==> src/rtl/gbp_sched_pkg.sv <==
// Shared definitions for the PHT port scheduler.
//   - sched_state_e : scheduler states (INIT, IDLE, UPD_WR)
//   - upd_entry_t   : queued counter update (index, taken)
//   - wnt_val()     : weakly-not-taken value for a given counter width
//   - sat_ctr()     : saturating increment/decrement of a counter
// Entry index and counter arithmetic are sized to fixed maxima so one package
// serves every parameterisation (NR_ENTRIES up to 2^16, CTR_W up to 8).
package gbp_sched_pkg;

  localparam int unsigned UPD_IDX_MAX_W = 16;
  localparam int unsigned CTR_MAX_W     = 8;

  typedef enum logic [1:0] {
    INIT   = 2'd0,
    IDLE   = 2'd1,
    UPD_WR = 2'd2
  } sched_state_e;

  typedef struct packed {
    logic [UPD_IDX_MAX_W-1:0] index;
    logic                     taken;
  } upd_entry_t;

  function automatic logic [CTR_MAX_W-1:0] wnt_val(input int unsigned ctr_w);
    return CTR_MAX_W'((32'd1 << (ctr_w - 1)) - 32'd1);
  endfunction

  function automatic logic [CTR_MAX_W-1:0] sat_ctr(input logic [CTR_MAX_W-1:0] val,
                                                   input logic                 taken,
                                                   input int unsigned          ctr_w);
    logic [CTR_MAX_W-1:0] max_v;
    max_v = CTR_MAX_W'((32'd1 << ctr_w) - 32'd1);
    if (taken) return (val >= max_v) ? max_v : val + CTR_MAX_W'(1);
    else       return (val == '0) ? '0 : val - CTR_MAX_W'(1);
  endfunction

endpackage

==> src/rtl/gbp_upd_fifo.sv <==
// Synchronous FIFO of pending PHT counter updates.
// Ports:
//   clk_i, rst_ni  clock, async active-low reset
//   flush_i        empties the FIFO (pointers and count)
//   push_i         write push_data_i when not full (ignored when full)
//   pop_i          drop head entry when not empty
//   head_o         current head entry (valid when !empty_o)
//   full_o/empty_o occupancy flags from the registered count
module gbp_upd_fifo
  import gbp_sched_pkg::*;
#(
  parameter int unsigned DEPTH = 4
) (
  input  logic       clk_i,
  input  logic       rst_ni,
  input  logic       flush_i,
  input  logic       push_i,
  input  upd_entry_t push_data_i,
  input  logic       pop_i,
  output upd_entry_t head_o,
  output logic       full_o,
  output logic       empty_o
);

  localparam int unsigned PTR_W = $clog2(DEPTH);

  upd_entry_t       r_mem [DEPTH];
  logic [PTR_W-1:0] r_wr_ptr;
  logic [PTR_W-1:0] r_rd_ptr;
  logic [PTR_W:0]   r_count;
  logic             w_push;
  logic             w_pop;

  assign full_o  = (r_count == (PTR_W+1)'(DEPTH));
  assign empty_o = (r_count == '0);
  // Full is judged on the registered count, so a pop in the same cycle does
  // not make room for a push.
  assign w_push  = push_i && !full_o;
  assign w_pop   = pop_i && !empty_o;
  assign head_o  = r_mem[r_rd_ptr];

  always_ff @(posedge clk_i or negedge rst_ni) begin
    if (!rst_ni) begin
      r_wr_ptr <= '0;
      r_rd_ptr <= '0;
      r_count  <= '0;
    end else if (flush_i) begin
      r_wr_ptr <= '0;
      r_rd_ptr <= '0;
      r_count  <= '0;
    end else begin
      if (w_push) r_wr_ptr <= r_wr_ptr + PTR_W'(1);
      if (w_pop)  r_rd_ptr <= r_rd_ptr + PTR_W'(1);
      case ({w_push, w_pop})
        2'b10:   r_count <= r_count + (PTR_W+1)'(1);
        2'b01:   r_count <= r_count - (PTR_W+1)'(1);
        default: r_count <= r_count;
      endcase
    end
  end

  // Storage needs no reset: only entries between the pointers are ever read.
  always_ff @(posedge clk_i) begin
    if (w_push) r_mem[r_wr_ptr] <= push_data_i;
  end

endmodule

==> src/rtl/gbp_pht_scheduler.sv <==
// Owns the single read/write port of the global branch predictor PHT SRAM.
// Shares it between lookups and buffered read-modify-write counter updates,
// and re-initialises the whole table to weakly-not-taken after reset/flush.
//
// Optional feature macro: GBP_SCHED_STARVE_EN
//   defined   : a pending update overrides lookups after STARVE_LIMIT
//               consecutive lookup wins while the FIFO is non-empty
//   undefined : updates override lookups only when the FIFO is full
//
// Ports:
//   clk_i, rst_ni             clock, async active-low reset
//   flush_i                   restart init, drop queued updates
//   lookup_valid/index_i      lookup request; lookup_ready_o = accepted
//   rsp_valid_o, rsp_ctr_o    lookup response, one cycle after acceptance
//   upd_valid/index/taken_i   update request; upd_ready_o = FIFO has space
//   sram_req/we/addr/wdata_o  SRAM port (combinational from state/grant)
//   sram_rdata_i              SRAM read data, one cycle after the read
//   init_done_o               table initialisation complete
//
// state  | meaning
// INIT   | writing WNT to every entry, one per cycle
// IDLE   | arbitrating lookups against queued updates
// UPD_WR | writing back the saturated counter of the granted update
module gbp_pht_scheduler
  import gbp_sched_pkg::*;
#(
  parameter  int unsigned NR_ENTRIES   = 1024,
  parameter  int unsigned CTR_W        = 2,
  parameter  int unsigned UPD_DEPTH    = 4,
  parameter  int unsigned STARVE_LIMIT = 8,
  localparam int unsigned IDX_W        = $clog2(NR_ENTRIES)
) (
  input  logic             clk_i,
  input  logic             rst_ni,
  input  logic             flush_i,
  input  logic             lookup_valid_i,
  input  logic [IDX_W-1:0] lookup_index_i,
  output logic             lookup_ready_o,
  output logic             rsp_valid_o,
  output logic [CTR_W-1:0] rsp_ctr_o,
  input  logic             upd_valid_i,
  input  logic [IDX_W-1:0] upd_index_i,
  input  logic             upd_taken_i,
  output logic             upd_ready_o,
  output logic             sram_req_o,
  output logic             sram_we_o,
  output logic [IDX_W-1:0] sram_addr_o,
  output logic [CTR_W-1:0] sram_wdata_o,
  input  logic [CTR_W-1:0] sram_rdata_i,
  output logic             init_done_o
);

  localparam logic [CTR_W-1:0] WNT = CTR_W'(wnt_val(CTR_W));

  sched_state_e             r_state;
  logic [IDX_W-1:0]         r_init_addr;
  logic [IDX_W-1:0]         r_upd_idx;
  logic                     r_upd_taken;
  logic                     r_rsp_valid;
  logic                     r_init_done;

  logic                     w_full;
  logic                     w_empty;
  logic                     w_idle;
  logic                     w_starve_ovr;
  logic                     w_lookup_gnt;
  logic                     w_upd_gnt;
  logic [CTR_W-1:0]         w_rmw;
  upd_entry_t               w_push_entry;
  upd_entry_t               w_head;
  logic [UPD_IDX_MAX_W-1:0] w_unused_head_idx;

  always_comb begin
    w_push_entry                    = '0;
    w_push_entry.index[IDX_W-1:0]   = upd_index_i;
    w_push_entry.taken              = upd_taken_i;
  end

  // Upper index bits of the shared entry type are zero for this table size.
  assign w_unused_head_idx = w_head.index;

  gbp_upd_fifo #(
    .DEPTH (UPD_DEPTH)
  ) u_upd_fifo (
    .clk_i       (clk_i),
    .rst_ni      (rst_ni),
    .flush_i     (flush_i),
    .push_i      (upd_valid_i && !flush_i),
    .push_data_i (w_push_entry),
    .pop_i       (w_upd_gnt),
    .head_o      (w_head),
    .full_o      (w_full),
    .empty_o     (w_empty)
  );

`ifdef GBP_SCHED_STARVE_EN
  localparam int unsigned STARVE_W = $clog2(STARVE_LIMIT + 1);
  logic [STARVE_W-1:0] r_starve_cnt;

  assign w_starve_ovr = (r_starve_cnt == STARVE_W'(STARVE_LIMIT));

  // Cannot pass the limit: at the limit a non-empty FIFO wins the next
  // IDLE arbitration, and that grant clears the count.
  always_ff @(posedge clk_i or negedge rst_ni) begin
    if (!rst_ni)                      r_starve_cnt <= '0;
    else if (flush_i || w_upd_gnt)    r_starve_cnt <= '0;
    else if (w_lookup_gnt && !w_empty) r_starve_cnt <= r_starve_cnt + STARVE_W'(1);
  end
`else
  logic [31:0] w_unused_starve_limit;
  assign w_unused_starve_limit = STARVE_LIMIT;
  assign w_starve_ovr          = 1'b0;
`endif

  assign w_idle       = (r_state == IDLE) && !flush_i;
  assign w_lookup_gnt = w_idle && lookup_valid_i && !w_full && !w_starve_ovr;
  assign w_upd_gnt    = w_idle && !w_empty && !w_lookup_gnt;

  // Ready may not promise acceptance in a cycle where the head update takes
  // the port, i.e. when no lookup is offered and the FIFO holds something.
  assign lookup_ready_o = w_idle && !w_full && !w_starve_ovr && (lookup_valid_i || w_empty);
  assign upd_ready_o    = rst_ni && !w_full;

  assign w_rmw       = CTR_W'(sat_ctr(CTR_MAX_W'(sram_rdata_i), r_upd_taken, CTR_W));
  assign rsp_valid_o = r_rsp_valid;
  assign rsp_ctr_o   = r_rsp_valid ? sram_rdata_i : '0;
  assign init_done_o = r_init_done;

  always_comb begin
    sram_req_o   = 1'b0;
    sram_we_o    = 1'b0;
    sram_addr_o  = '0;
    sram_wdata_o = '0;
    if (rst_ni && !flush_i) begin
      case (r_state)
        INIT: begin
          sram_req_o   = 1'b1;
          sram_we_o    = 1'b1;
          sram_addr_o  = r_init_addr;
          sram_wdata_o = WNT;
        end
        UPD_WR: begin
          sram_req_o   = 1'b1;
          sram_we_o    = 1'b1;
          sram_addr_o  = r_upd_idx;
          sram_wdata_o = w_rmw;
        end
        IDLE: begin
          if (w_upd_gnt) begin
            sram_req_o  = 1'b1;
            sram_addr_o = w_head.index[IDX_W-1:0];
          end else if (w_lookup_gnt) begin
            sram_req_o  = 1'b1;
            sram_addr_o = lookup_index_i;
          end
        end
        default: ;
      endcase
    end
  end

  always_ff @(posedge clk_i or negedge rst_ni) begin
    if (!rst_ni) begin
      r_state     <= INIT;
      r_init_addr <= '0;
      r_upd_idx   <= '0;
      r_upd_taken <= 1'b0;
      r_rsp_valid <= 1'b0;
      r_init_done <= 1'b0;
    end else begin
      r_rsp_valid <= w_lookup_gnt;
      if (flush_i) begin
        r_state     <= INIT;
        r_init_addr <= '0;
        r_init_done <= 1'b0;
      end else begin
        case (r_state)
          INIT: begin
            r_init_addr <= r_init_addr + IDX_W'(1);
            if (r_init_addr == IDX_W'(NR_ENTRIES - 1)) begin
              r_state     <= IDLE;
              r_init_done <= 1'b1;
            end
          end
          IDLE: begin
            if (w_upd_gnt) begin
              r_upd_idx   <= w_head.index[IDX_W-1:0];
              r_upd_taken <= w_head.taken;
              r_state     <= UPD_WR;
            end
          end
          UPD_WR:  r_state <= IDLE;
          default: r_state <= INIT;
        endcase
      end
    end
  end

endmodule

==> config.mk <==
export PLATFORM = sky130hd
export DESIGN_NAME = gbp_pht_scheduler
export DESIGN_NICKNAME = d
export VERILOG_FILES = /design/src/rtl/gbp_sched_pkg.sv /design/src/rtl/gbp_upd_fifo.sv /design/src/rtl/gbp_pht_scheduler.sv
export SDC_FILE = /design/constraint.sdc
export NUM_CORES = 1
export LEC_CHECK = 0
export ABC_AREA = 1
export CAP_MARGIN = 20
export CORE_UTILIZATION = 62
export DETAILED_ROUTE_END_ITERATION = 7
export PLACE_DENSITY = 0.95
export SLEW_MARGIN = 15
export SYNTH_ARGS = -nofsm -noshare
export SYNTH_HDL_FRONTEND = slang
export SYNTH_HIERARCHICAL = 1
export SYNTH_SLANG_ARGS = --single-unit
==> constraint.sdc <==
create_clock -name clk_i -period 3.9 [get_ports clk_i]
set_clock_uncertainty 0.15 [all_clocks]
set_input_delay 0.78 -clock clk_i [delete_from_list [all_inputs] [get_ports clk_i]]
set_output_delay 0.78 -clock clk_i [all_outputs]
set_load 0.02 [all_outputs]
==> run_results.csv <==
group,metric,value,unit
run_status,status,"complete, no violations",
setup_path,ff2ff_setup_slack,0.83,ns
global_route,grt_use_total,30.9,%
drt,wire_per_inst,16.3,µm
synth,yosys_warnings,6,
timing,finalSetupTns,0,ns
die,fp.dieArea,6330,µm²
synth,syn_nets,452,
timing,setup_viol,0,
setup_path,endpoint,"sram_addr_o[3]",
setup_path,max_stage_delay,0.60,ns
placement,port_buffers,47,
pwr,p_comb_share,28.3,%
global_route,grt_overflow,0,
global_route,grt_pass1_wl,14.4,mm
layout,n_antenna_cell,0,
setup_path,cp_cell_sequence,"clkdlybuf4s50_1 > inv_2 > nand3_1 > inv_1 > nand4_1 > nand3_1 > nand2_1 > inv_1 > clkdlybuf4s50_1",
die,die_y,79.6,µm
global_route,antenna_found_initial,0,
setup_path,crit_fanout,11,
worst_hold_path,hp-class,"reg -> reg",
drt,drt_iter0_drc,266,
setup_path,worstPathRequired,2.97,ns
timing,fin_crit_sh,96.0,%
setup_path,slowest_stage,"clkdlybuf4s50_1",
clock_tree,cts_tree,"done",
timing,fmax,0.267,GHz
setup_path,cp_data_arrival_time,2.82,ns
drt,ant_nets,0,
pwr,netSwitchingPower,0.800,mW
setup_path,r2r-start,"u_upd_fifo/r_count[0]",
job,cap_viol_max_count,0,
placement,dp_cells,529,
timing,rsz0062_at_grt,"no",
placement,gp_congestion,0.885,
placement,place_area,4270,µm²
drt,vias,3163,
drt,firstDrtPassIters,5,
timing,finalCriticalPeriod,3.75,ns
die,fp.dieW,79.6,µm
pwr,p_leak,1.93,nW
die,start_util,66.1,%
synth,synth_cells,418,
clock_tree,cts_hold_buf,0,
clock_tree,clk_pin_slew_worst_paths,0.07,ns
clock_tree,worstSkewPairLatency,0.35,ns
setup_path,start_kind,"input port",
clock_tree,htree_num_levels,3,
layout,fillers,369,
setup_path,critPathLaunch,"flush_i",
timing,whs,0.360,ns
drt,drt-total-wl,8.88,mm
pwr,seqPwrFrac,46.1,%
pwr,finalPower,2.29,mW
timing,worstMarginPinSlew,0.661,ns
timing,finalHoldViolCount,0,
clock_tree,clockBufferDepth,2,
layout,final_core_util,79.4,%
synth,syn_avg_cell_area,8.93,µm²
pwr,pwr_density_cell,511,nW/µm²
layout,post-route-cell-area,4480,µm²
clock_tree,post_cts_buffers,0,
drt,via_per_inst,5.80,
pwr,p_sw_share,34.9,%
clock_tree,root_buffer,"clkbuf_8",
global_route,grt_pass1_vias,3114,
clock_tree,cts_made_buffers,9,
drt,drcViolationCount,0,
layout,drive_gt1_share,8.67,%
die,rows,27,
pwr,power_frac_clock,25.7,%
setup_path,criticalPathCategory,"in -> out",
layout,area_growth_syn_to_layout,20.1,%
setup_path,worst_setup_path_end_kind,"output pin",
placement,dpl.hpwl,6.14,mm
die,core-area,5640,µm²
global_route,grt_max_degree,26,
timing,drv_slew,0,
layout,layout.nets,502,
timing,relSlewSlack,55.9,%
clock_tree,cts_resized,0,
setup_path,r2r_cells,17,
layout,finalNonFillerCells,545,
clock_tree,cts_sinks,76,
pwr,p_int,1.49,mW
die,io_pins,48,
pwr,peakVddDrop,0.335,mV
timing,setup_ws,0.154,ns
synth,synth_area,3730,µm²
setup_path,r2r-end,"u_upd_fifo/r_count[2]",
worst_hold_path,hp-start,"init_done_o",
placement,pre_cts_slack,0.125,ns
sequential cells by signal, summed over array words and instances, names as in the netlist:
signal               cells
r_upd_taken              1
r_state                  2
u_upd_fifo/r_rd_ptr      2
u_upd_fifo/r_wr_ptr      2
r_upd_idx               10
init_done_o              1
rsp_valid_o              1
u_upd_fifo/r_mem        44
r_init_addr             10
u_upd_fifo/r_count       3
power by group through the flow:
stage	clock network [mW]	registers, mW	logic (mW)
global placement	0	1.06	0.601
finish	0.587	1.05	0.647
CTS	0.597	1.05	0.635
detailed placement	0	1.06	0.627
floorplan	0	1.04	0.448
global route	0.638	1.07	0.719
worst max-delay path: cells and delay by family:
kind	cells	cell delay, ns
AND/OR/NAND/NOR	4	0.50
buffers and inverters	5	1.52
area by class of cell:
type,count,area [µm²],area share (%)
Sequential cell,76,2120,47.4
Multi-Input combinational cell,257,1270,28.3
Timing Repair Buffer,58,553,12.3
Inverter,66,249,5.56
Clock buffer,9,124,2.76
Tap cell,72,90.1,2.01
Clock inverter,7,75.1,1.68
how the worst min path moves through the flow:
stage | end | slack [ns] | depth (start not counted)
5_1_grt | init_done_o | 0.39 | 2
4_1_cts | init_done_o | 0.36 | 2
3_5_place_dp | init_done_o | 0.35 | 2
6_report | init_done_o | 0.36 | 2
2_1_floorplan | init_done_o | 0.33 | 0
3_3_place_gp | init_done_o | 0.33 | 2
cell usage in the layout, fill, tap and decap left out:
cell / instances
inv_6: 1
clkdlybuf4s50_1: 47
o21ai_1: 11
and3_1: 1
inv_2: 6
ha_1: 5
bufinv_16: 1
clkinv_4: 2
dfrtp_2: 1
dfrtp_1: 31
nor3_1: 2
fa_1: 1
clkinvlp_4: 2
edfxtp_1: 44
buf_4: 11
a21oi_1: 12
clkinv_1: 2
nor2_1: 51
nand2_1: 62
inv_1: 58
nor3b_1: 2
o21ai_0: 39
nand3_1: 33
nor2_4: 2
nand2_2: 3
clkbuf_8: 9
o22ai_1: 11
xor2_1: 1
nand4_1: 17
nor2_2: 1
a21oi_2: 1
nor4_1: 2
clkinv_2: 1
routing by layer:
layer  wire (µm)  vias up  track usage [%]
met5           0        -                0
met1        3370     1474             35.7
met3         775       23             10.6
met2        4530      180             52.5
met4         197        0             12.2
li1            -     1486                -
No activity file was read; power rests on OpenSTA's default activity.
